File: config.mk
export PLATFORM = sky130hd
export DESIGN_NAME = qgate_sequencer_flat
export DESIGN_NICKNAME = d
export VERILOG_FILES = /design/src/rtl/qgate_sequencer_pkg.sv /design/src/rtl/qgate_sequencer_if.sv /design/src/rtl/qgate_sequencer_pauli_pair_alu.sv /design/src/rtl/qgate_sequencer.sv /design/src/flat_wrapper.sv
export SDC_FILE = /design/constraint.sdc
export NUM_CORES = 1
export LEC_CHECK = 0
export CAP_MARGIN = 25
export CORE_ASPECT_RATIO = 0.9
export CORE_UTILIZATION = 45
export CTS_CLUSTER_DIAMETER = 50
export DETAILED_ROUTE_END_ITERATION = 8
export GPL_TIMING_DRIVEN = 0
export PLACE_DENSITY = 0.75
export SLEW_MARGIN = 20
export SYNTH_ARGS = -nofsm -noshare
export SYNTH_HDL_FRONTEND = slang
export SYNTH_SLANG_ARGS = --single-unit
File: constraint.sdc
create_clock -name clk -period 4 [get_ports clk]
set_clock_uncertainty 0.15 [all_clocks]
set_input_delay 0.6 -clock clk [delete_from_list [all_inputs] [get_ports clk]]
set_output_delay 0.6 -clock clk [all_outputs]
set_load 0.005 [all_outputs]
File: src/rtl/qgate_sequencer_pkg.sv
// Shared types and helpers for the Pauli-gate sequencer: amplitude format, gate and FSM encodings.
// FIXED_WIDTH may be overridden on the command line; it defaults to 16 (Q2.14).
`ifndef FIXED_WIDTH
`define FIXED_WIDTH 16
`endif

package quasar_pkg;

  localparam int unsigned FIXED_WIDTH = `FIXED_WIDTH;

  typedef logic signed [FIXED_WIDTH-1:0] fixed_t;

  typedef enum logic [1:0] {
    GATE_I = 2'b00,
    GATE_X = 2'b01,
    GATE_Y = 2'b10,
    GATE_Z = 2'b11
  } gate_op_e;

  typedef struct packed {
    fixed_t re;
    fixed_t im;
  } amp_t;

  typedef enum logic [2:0] {
    StIdle,
    StRdA,
    StRdB,
    StCapB,
    StWrA,
    StWrB,
    StDone,
    StErr
  } seq_state_e;

  // Two's-complement negation with the most negative value clamped to the most positive.
  function automatic fixed_t sat_neg(fixed_t x);
    if (x == {1'b1, {(FIXED_WIDTH-1){1'b0}}}) begin
      return {1'b0, {(FIXED_WIDTH-1){1'b1}}};
    end
    return -x;
  endfunction

endpackage

File: src/rtl/qgate_sequencer_if.sv
// Command and amplitude-RAM bundle for qgate_sequencer; slave is the sequencer's view.
// QGATE_SEQ_PERF_EN adds the gate/pair performance counters to the bundle.
interface qgate_sequencer_if #(
  parameter int unsigned NUM_QUBITS = 4
) ();

  localparam int unsigned TGT_W = $clog2(NUM_QUBITS) + 1;

  logic                                start;
  logic [1:0]                          gate_op;
  logic [TGT_W-1:0]                    target;
  logic                                busy;
  logic                                done;
  logic                                err;
  logic [NUM_QUBITS-1:0]               mem_addr;
  logic                                mem_rd_en;
  logic [quasar_pkg::FIXED_WIDTH-1:0]  mem_rdata_re;
  logic [quasar_pkg::FIXED_WIDTH-1:0]  mem_rdata_im;
  logic                                mem_wr_en;
  logic [quasar_pkg::FIXED_WIDTH-1:0]  mem_wdata_re;
  logic [quasar_pkg::FIXED_WIDTH-1:0]  mem_wdata_im;
`ifdef QGATE_SEQ_PERF_EN
  logic [31:0]                         gate_count;
  logic [31:0]                         pair_count;

  modport slave (
    input  start, gate_op, target, mem_rdata_re, mem_rdata_im,
    output busy, done, err, mem_addr, mem_rd_en, mem_wr_en, mem_wdata_re, mem_wdata_im,
    output gate_count, pair_count
  );
  modport master (
    output start, gate_op, target, mem_rdata_re, mem_rdata_im,
    input  busy, done, err, mem_addr, mem_rd_en, mem_wr_en, mem_wdata_re, mem_wdata_im,
    input  gate_count, pair_count
  );
`else
  modport slave (
    input  start, gate_op, target, mem_rdata_re, mem_rdata_im,
    output busy, done, err, mem_addr, mem_rd_en, mem_wr_en, mem_wdata_re, mem_wdata_im
  );
  modport master (
    output start, gate_op, target, mem_rdata_re, mem_rdata_im,
    input  busy, done, err, mem_addr, mem_rd_en, mem_wr_en, mem_wdata_re, mem_wdata_im
  );
`endif

endinterface

File: src/rtl/qgate_sequencer_pauli_pair_alu.sv
// Combinational Pauli transform of one amplitude pair (A = target bit 0, B = target bit 1).
module pauli_pair_alu
  import quasar_pkg::*;
(
  input  gate_op_e gate_op_i,
  input  amp_t     a_i,
  input  amp_t     b_i,
  output amp_t     a_o,
  output amp_t     b_o
);

  always_comb begin
    a_o = a_i;
    b_o = b_i;
    unique case (gate_op_i)
      GATE_I: ;
      GATE_X: begin
        a_o = b_i;
        b_o = a_i;
      end
      GATE_Y: begin
        a_o.re = b_i.im;
        a_o.im = sat_neg(b_i.re);
        b_o.re = sat_neg(a_i.im);
        b_o.im = a_i.re;
      end
      GATE_Z: begin
        b_o.re = sat_neg(b_i.re);
        b_o.im = sat_neg(b_i.im);
      end
      default: ;
    endcase
  end

endmodule

File: src/rtl/qgate_sequencer.sv
// Applies one Pauli gate to a target qubit by walking every amplitude pair in external RAM.
// Optional QGATE_SEQ_PERF_EN adds gate_count / pair_count counters.
module qgate_sequencer
  import quasar_pkg::*;
#(
  parameter int unsigned NUM_QUBITS = 4
) (
  input logic         clk,
  input logic         rst_n,
  qgate_sequencer_if.slave bus
);

  localparam int unsigned TGT_W = $clog2(NUM_QUBITS) + 1;
  localparam int unsigned K_W   = (NUM_QUBITS > 1) ? NUM_QUBITS - 1 : 1;
  localparam logic [K_W-1:0] K_LAST = K_W'((2 ** (NUM_QUBITS - 1)) - 1);

  seq_state_e       state_q, state_d;
  logic [K_W-1:0]   k_q, k_d;
  gate_op_e         op_q, op_d;
  logic [TGT_W-1:0] tgt_q, tgt_d;
  amp_t             a_q, a_d, b_q, b_d;
  amp_t             a_new, b_new;

  logic [NUM_QUBITS-1:0] k_ext, tgt_bit, low_mask, addr_a, addr_b;

  // Insert the target bit into k: bits below the target stay, bits above shift up by one.
  assign k_ext    = NUM_QUBITS'(k_q);
  assign tgt_bit  = NUM_QUBITS'(1) << tgt_q;
  assign low_mask = tgt_bit - NUM_QUBITS'(1);
  assign addr_a   = ((k_ext & ~low_mask) << 1) | (k_ext & low_mask);
  assign addr_b   = addr_a | tgt_bit;

  pauli_pair_alu u_alu (
    .gate_op_i (op_q),
    .a_i       (a_q),
    .b_i       (b_q),
    .a_o       (a_new),
    .b_o       (b_new)
  );

  logic                  busy, done, err, rd_en, wr_en;
  logic [NUM_QUBITS-1:0] addr;
  amp_t                  wdata;

  always_comb begin
    state_d = state_q;
    k_d     = k_q;
    op_d    = op_q;
    tgt_d   = tgt_q;
    a_d     = a_q;
    b_d     = b_q;
    busy    = 1'b0;
    done    = 1'b0;
    err     = 1'b0;
    rd_en   = 1'b0;
    wr_en   = 1'b0;
    addr    = '0;
    wdata   = '0;
    unique case (state_q)
      StIdle: begin
        if (bus.start) begin
          op_d  = gate_op_e'(bus.gate_op);
          tgt_d = bus.target;
          k_d   = '0;
          if (bus.target >= TGT_W'(NUM_QUBITS)) begin
            state_d = StErr;
          end else if (gate_op_e'(bus.gate_op) == GATE_I) begin
            state_d = StDone;
          end else begin
            state_d = StRdA;
          end
        end
      end
      StRdA: begin
        busy    = 1'b1;
        rd_en   = 1'b1;
        addr    = addr_a;
        state_d = StRdB;
      end
      StRdB: begin
        busy    = 1'b1;
        rd_en   = 1'b1;
        addr    = addr_b;
        a_d     = '{re: bus.mem_rdata_re, im: bus.mem_rdata_im};
        state_d = StCapB;
      end
      StCapB: begin
        busy    = 1'b1;
        b_d     = '{re: bus.mem_rdata_re, im: bus.mem_rdata_im};
        state_d = StWrA;
      end
      StWrA: begin
        busy    = 1'b1;
        wr_en   = 1'b1;
        addr    = addr_a;
        wdata   = a_new;
        state_d = StWrB;
      end
      StWrB: begin
        busy  = 1'b1;
        wr_en = 1'b1;
        addr  = addr_b;
        wdata = b_new;
        if (k_q == K_LAST) begin
          state_d = StDone;
        end else begin
          k_d     = k_q + K_W'(1);
          state_d = StRdA;
        end
      end
      StDone: begin
        busy    = 1'b1;
        done    = 1'b1;
        state_d = StIdle;
      end
      StErr: begin
        err     = 1'b1;
        state_d = StIdle;
      end
      default: state_d = StIdle;
    endcase
  end

  always_ff @(posedge clk or negedge rst_n) begin
    if (!rst_n) begin
      state_q <= StIdle;
      k_q     <= '0;
      op_q    <= GATE_I;
      tgt_q   <= '0;
      a_q     <= '0;
      b_q     <= '0;
    end else begin
      state_q <= state_d;
      k_q     <= k_d;
      op_q    <= op_d;
      tgt_q   <= tgt_d;
      a_q     <= a_d;
      b_q     <= b_d;
    end
  end

  assign bus.busy         = busy;
  assign bus.done         = done;
  assign bus.err          = err;
  assign bus.mem_rd_en    = rd_en;
  assign bus.mem_wr_en    = wr_en;
  assign bus.mem_addr     = addr;
  assign bus.mem_wdata_re = wdata.re;
  assign bus.mem_wdata_im = wdata.im;

`ifdef QGATE_SEQ_PERF_EN
  logic [31:0] gate_count_q, pair_count_q;

  always_ff @(posedge clk or negedge rst_n) begin
    if (!rst_n) begin
      gate_count_q <= '0;
      pair_count_q <= '0;
    end else begin
      if (state_q == StDone) gate_count_q <= gate_count_q + 32'd1;
      if (state_q == StWrB)  pair_count_q <= pair_count_q + 32'd1;
    end
  end

  assign bus.gate_count = gate_count_q;
  assign bus.pair_count = pair_count_q;
`endif

endmodule

File: src/flat_wrapper.sv
// flat-port wrapper written by rule: the top's interface ports become plain ports
module qgate_sequencer_flat import quasar_pkg::*;
#(
  parameter int unsigned NUM_QUBITS = 4
)
  (clk, rst_n, bus_start, bus_gate_op, bus_target, bus_mem_rdata_re, bus_mem_rdata_im, bus_busy, bus_done, bus_err, bus_mem_addr, bus_mem_rd_en, bus_mem_wr_en, bus_mem_wdata_re, bus_mem_wdata_im);
  qgate_sequencer_if #(.NUM_QUBITS(NUM_QUBITS)) bus_i ();
  input logic clk;
  input logic rst_n;
  input wire logic [$bits(bus_i.start)-1:0] bus_start;
  input wire logic [$bits(bus_i.gate_op)-1:0] bus_gate_op;
  input wire logic [$bits(bus_i.target)-1:0] bus_target;
  input wire logic [$bits(bus_i.mem_rdata_re)-1:0] bus_mem_rdata_re;
  input wire logic [$bits(bus_i.mem_rdata_im)-1:0] bus_mem_rdata_im;
  output wire logic [$bits(bus_i.busy)-1:0] bus_busy;
  output wire logic [$bits(bus_i.done)-1:0] bus_done;
  output wire logic [$bits(bus_i.err)-1:0] bus_err;
  output wire logic [$bits(bus_i.mem_addr)-1:0] bus_mem_addr;
  output wire logic [$bits(bus_i.mem_rd_en)-1:0] bus_mem_rd_en;
  output wire logic [$bits(bus_i.mem_wr_en)-1:0] bus_mem_wr_en;
  output wire logic [$bits(bus_i.mem_wdata_re)-1:0] bus_mem_wdata_re;
  output wire logic [$bits(bus_i.mem_wdata_im)-1:0] bus_mem_wdata_im;
  assign bus_i.start = bus_start;
  assign bus_i.gate_op = bus_gate_op;
  assign bus_i.target = bus_target;
  assign bus_i.mem_rdata_re = bus_mem_rdata_re;
  assign bus_i.mem_rdata_im = bus_mem_rdata_im;
  assign bus_busy = bus_i.busy;
  assign bus_done = bus_i.done;
  assign bus_err = bus_i.err;
  assign bus_mem_addr = bus_i.mem_addr;
  assign bus_mem_rd_en = bus_i.mem_rd_en;
  assign bus_mem_wr_en = bus_i.mem_wr_en;
  assign bus_mem_wdata_re = bus_i.mem_wdata_re;
  assign bus_mem_wdata_im = bus_i.mem_wdata_im;
  qgate_sequencer #(.NUM_QUBITS(NUM_QUBITS)) u_core (.clk(clk), .rst_n(rst_n), .bus(bus_i));
endmodule
* After elaboration in Yosys (flattened, before gate mapping)
Cells that the tools add are included.
** Word-level totals
- Input port bits :: 40
- Register bits :: 75
- Logic and storage cells :: 78
- Output and inout port bits :: 41
** Operators by class
- Reductions and logical operators :: 11
- Shifts and indexed selects :: 1
- Add/sub/neg operators :: 5
- Mux-type cells :: 31
- Equality and inequality tests :: 16
- Bitwise gates (word level) :: 5
- Order comparisons :: 1
** Operators by type and width (count)
- $pmux W32 S2 :: 2
- $mux W16 :: 7
- $pmux W32 S3 :: 1
- $eq A16 B16 Y1 const B :: 3
- $neg A16 Y16 :: 3
- $pmux W3 S7 :: 1
- $mux W3 :: 6
- $eq A3 B3 Y1 const B :: 5
- $mux W1 :: 12
- $reduce_or A2 Y1 :: 5
- $or A4 B4 Y4 :: 2
- $pmux W4 S2 :: 1
- $eq A3 B2 Y1 const B :: 2
- $pmux W3 S2 :: 1
- $reduce_or A6 Y1 :: 1
- $and A3 B4 Y4 :: 1
- $eq A2 B2 Y1 const B :: 2
- $ne A2 B2 Y1 const B :: 2
- $shl A1 B3 Y4 const A :: 1
- $sub A4 B1 Y4 const B :: 1
- $add A3 B1 Y3 const B :: 1
- $and A3 B3 Y3 :: 1
- $eq A3 B1 Y1 const B :: 1
- $ge A3 B3 Y1 const B :: 1
- 7 further kinds :: 7

* Logic depth before layout (Yosys ltp)
- Depth in word-level cells :: 7
- Mapped depth :: 10

* By module
Synthesis repeated with hierarchy kept, for this count alone.
** Second synthesis, totals
- Cells, all modules :: 790
- Area total of the unflattened synthesis :: 6253.5 um2
** Modules (own cells, without submodules)
- qgate_sequencer :: instances 1, cells an instance 354, area each 3619.7 um2
- pauli_pair_alu :: instances 1, cells an instance 436, area each 2633.8 um2

* Least setup slack after synthesis
Ideal clock, no wire load.
- Path kind :: register to output
- From :: reg u_core.b_q[16] (netlist bit)
- To :: out bus_mem_wdata_re[14]
- Arrival time :: 2.656 ns
- Setup slack :: 0.594 ns
- Stages on the path, launching flop included :: 11
- Data required time :: 3.250 ns
- Path buffers :: 2
- Path through :: dfrtp_1 -> clkbuf_1 -> inv_1 -> ha_1 -> or4b_4 -> or3_1 -> buf_2 -> or3b_1 -> mux2i_1 -> a221oi_1 -> a21oi_2
** On the way
- Word-level cells in the longest chain between the ends :: 6
- Elaborated cells on any way between the ends :: 7
- Those cells by class :: add/sub (1); eq/ne (1); mux (5)
** RTL lines
- start, declared :: RTL line qgate_sequencer.sv:21 : amp_t a_q, a_d, b_q, b_d;
- start signal, assigned :: RTL line qgate_sequencer.sv:131 : b_q <= '0;
- start signal, assigned :: RTL line qgate_sequencer.sv:138 : b_q <= b_d;
- branches (longest 3 deep; another with $neg A16 Y16)
- $mux W16 (*) :: RTL line qgate_sequencer_pkg.sv:41 : return -x;
- $pmux W32 S3 (*) :: RTL line qgate_sequencer_pauli_pair_alu.sv:15 : unique case (gate_op_i)
- $pmux W32 S2 (*) :: RTL line qgate_sequencer.sv:59 : unique case (state_q)
- end, declared :: RTL line flat_wrapper.sv:21 : output wire logic [$bits(bus_i.mem_wdata_re)-1:0] bus_mem_wdata_re;
Every way passes the cells marked *. The select of a mux whose other input is x is not followed.

* Worst setup path in the final report
- From :: reg u_core.b_q[17] (netlist bit)
- To :: out bus_mem_wdata_re[15]
Same word-level chain as after synthesis.

==> metrics <==
run status=completed; WL final=25100 um; met3 usage=8.64%; crit path kind=register to output port; ANT nets after route=0; vias per cell=6.74; CP endpoint kind=output port; Inserted Clock Buffers=9; GRT Util Overall=38.2%; clk slew on worst S/H paths=0.06 ns; met2 Use GR=57.8%; top_reg_cell synth=dfrtp_1; H-tree levels=3; # port buffers=80; syn nets=763; total power=7.25 mW; Yosys top cell by area=dfrtp_1; DR iter-0 viols=789; EDFF count, synth=0; CP Max Fanout=6; Req. time, crit path=3.25 ns; IO Count=81; hold_ws=0.0359 ns; critical path arrival=3.21 ns; n_diodes=0; CTS Root Buffer Type=clkbuf_16; HPWL after DPL=18400 um; Final setup viols=0; Pre-Repair DR Iteration Count=6; Tcrit/Tclk final=99.0%; Placed Cells=958; gr ovfl total=0; Seq/Total Area, Yosys=31.7%; Yosys top cell area share=31.7%; top post-synthesis cells by area=dfrtp_1 (32%), mux2_2 (12%), o21ai_0 (7.7%); CP startpoint kind=register; Clock Sinks=75; Area after DPL=0.00695 mm2; cell area power density=944 mW/mm2; GRT Max-Usage Layer=met2; die area=0.0136 mm2; Avg Inst Size Synth=8.31 um2; site row count=39; FILL cells=1156; GR Layer Usage met1=50.9%; worst-margin pin slew=0.976 ns; number of global-route vias before repair=6525; layout cell share with drive strength beyond 1=22.4%; final hold vios=0; largest net degree at the start of global routing=47; Max VDD drop=0.703 mV; Max Cap Viol=0; DIE WIDTH=123 um; worst-skew pair later-pin latency=0.35 ns; Die Ht=111 um; pre-CTS setup slack=-0.466 ns; Hold WC Path Type=primary input to async pin; Synth Register Bits=75; Initial Utilization=46.3%; wire length per cell=25.6 um; Ys Warns=0; clock tree buffer depth=2; area delta synth->final=29.7%; Cell Area, Synth=0.00592 mm2; CTS Hold Bufs=0; synthesized instance count=713; Async SR Flop Fraction=100%; Final GP Congestion=1.00; PnR worst setup slack=0.0416 ns; initial antenna violation count=1; fin cells=981; Slew headroom=34.0%; final cell area excluding filler cells=0.00768 mm2; drt drc=0; Leakage=3.10 nW; core area=0.0128 mm2; first-pass GRT wire length=38500 um; area of the multi-input gates=0.00394 mm2; CTS tree=built; Final Max Tran Viols=0; Final #Nets=863; post-synth cell types=61; vias post-DR=6616; Sequential Area=0.00189 mm2; Tmin final=3.96 ns; Fmax achieved=0.253 GHz
==> critical path, cell delays in order (launching register included) <==
cell             delay [ns]
dfrtp_2                0.41
buf_4                  0.17
or4_4                  0.59
nor4_4                 0.26
nand3_1                0.15
mux2i_1                0.35
a21oi_1                0.17
o22ai_1                0.22
clkdlybuf4s50_1        0.55
==> path summary, 6_finish.rpt <==
check / start / slack, ns / cells after the start / endpoint
min in group clk: u_core.a_q[17]$_DFFE_PN0P_ / 0.45 / 1 / u_core.a_q[17]$_DFFE_PN0P_
max: u_core.b_q[17]$_DFFE_PN0N_ / 0.04 / 8 / bus_mem_wdata_re[15]
max in group asynchronous: rst_n / 3.05 / 2 / u_core.b_q[4]$_DFFE_PN0N_
min: rst_n / 0.04 / 1 / u_core.b_q[21]$_DFFE_PN0N_
min reg2reg: u_core.a_q[17]$_DFFE_PN0P_ / 0.45 / 1 / u_core.a_q[17]$_DFFE_PN0P_
max reg2reg: u_core.state_q[1]$_DFFE_PN0P_ / 1.32 / 5 / u_core.a_q[24]$_DFFE_PN0P_
==> timing repair <==
action                                  in CTS  in global routing
pin swaps                                   14                  8
setup buffers                               16                  2
endpoints found under the setup margin      32                 27
gates resized for setup                     64                 62
hold endpoints to repair                     0                  0
==> synth_stat cells, drive strengths merged, types with 12 or more instances <==
cell,number
nor3,18
dfrtp,75
clkbuf,58
nor4,12
o22ai,17
o21ai,91
a221oi,12
a22oi,18
nor2,33
xnor2,18
a21oi,36
nand2,69
a221o,17
inv,21
mux2,63
buf,12
nand3,14
==> state kept, by name, summed over array words and instances (netlist names) <==
name	flops
u_core.state_q	3
u_core.k_q	3
u_core.tgt_q	3
u_core.b_q	32
u_core.op_q	2
u_core.a_q	32
==> metrics by stage <==
| step | TNS (ns) | util (%) |
|---|---|---|
| floorplan | 0 | - |
| global placement | -25.50 | 54.2 |
| detailed placement | -5.93 | 54.3 |
| CTS | 0 | 58.8 |
| global route | -0.0264 | 60.1 |
| finish | 0 | 60.1 |
==> layout by cell type (no fill, tap or decap), types with 9 or more instances in the layout <==
master           netlist  layout
a21oi_1               35      35
a221o_1               17      17
a221oi_1              12      11
a22oi_1               18      18
a31oi_1               10      10
and3_1                 9       9
buf_4                  0      15
clkbuf_1              58      35
clkbuf_16              0       9
clkbuf_2               0      16
clkdlybuf4s50_1        0      58
dfrtp_1               75      66
dfrtp_2                0       9
dlygate4sd2_1          0       9
dlymetal6s2s_1         0      10
inv_1                 21      16
mux2_2                63      63
nand2_1               69      68
nand2b_1              10      10
nand3_1               14      13
nor2_1                33      30
nor3_1                17      13
nor4_1                12       9
o21ai_0               91      87
o22ai_1               17      11
xnor2_1               18      18
==> layer usage <==
metal	up-vias	routed length [um]
met4	2	1080
met1	3261	10500
met3	93	2230
met5	-	18
li1	2860	-
met2	400	11300
==> cells by family (layout without fill, tap and decap cells) <==
kind of cell	Yosys count	count (layout)	share of synthesized area (%)
compound gates	240	240	26.0
xor+xnor	25	25	3.70
fa+ha+maj	10	10	2.11
buf+inv	91	195	5.96
flops	75	75	31.7
mux	70	70	13.2
simple gates	202	202	17.4
==> power by group <==
part / total, mW / internal (mW) / leakage [nW] / switching [mW]
registers: 1.83 / 1.16 / 0.880 / 0.678
clock network: 0.889 / 0.545 / 0.152 / 0.344
logic: 4.53 / 1.84 / 2.07 / 2.69
==> layout make-up <==
type	instances	area share [%]
Tap cell	164	2.67
Clock buffer	9	2.93
Clock inverter	6	1.17
Multi-Input combinational cell	547	51.2
Buffer	60	3.52
Inverter	21	1.03
Timing Repair Buffer	99	12.9
Sequential cell	75	24.6
No activity file was read; power rests on OpenSTA's default activity.
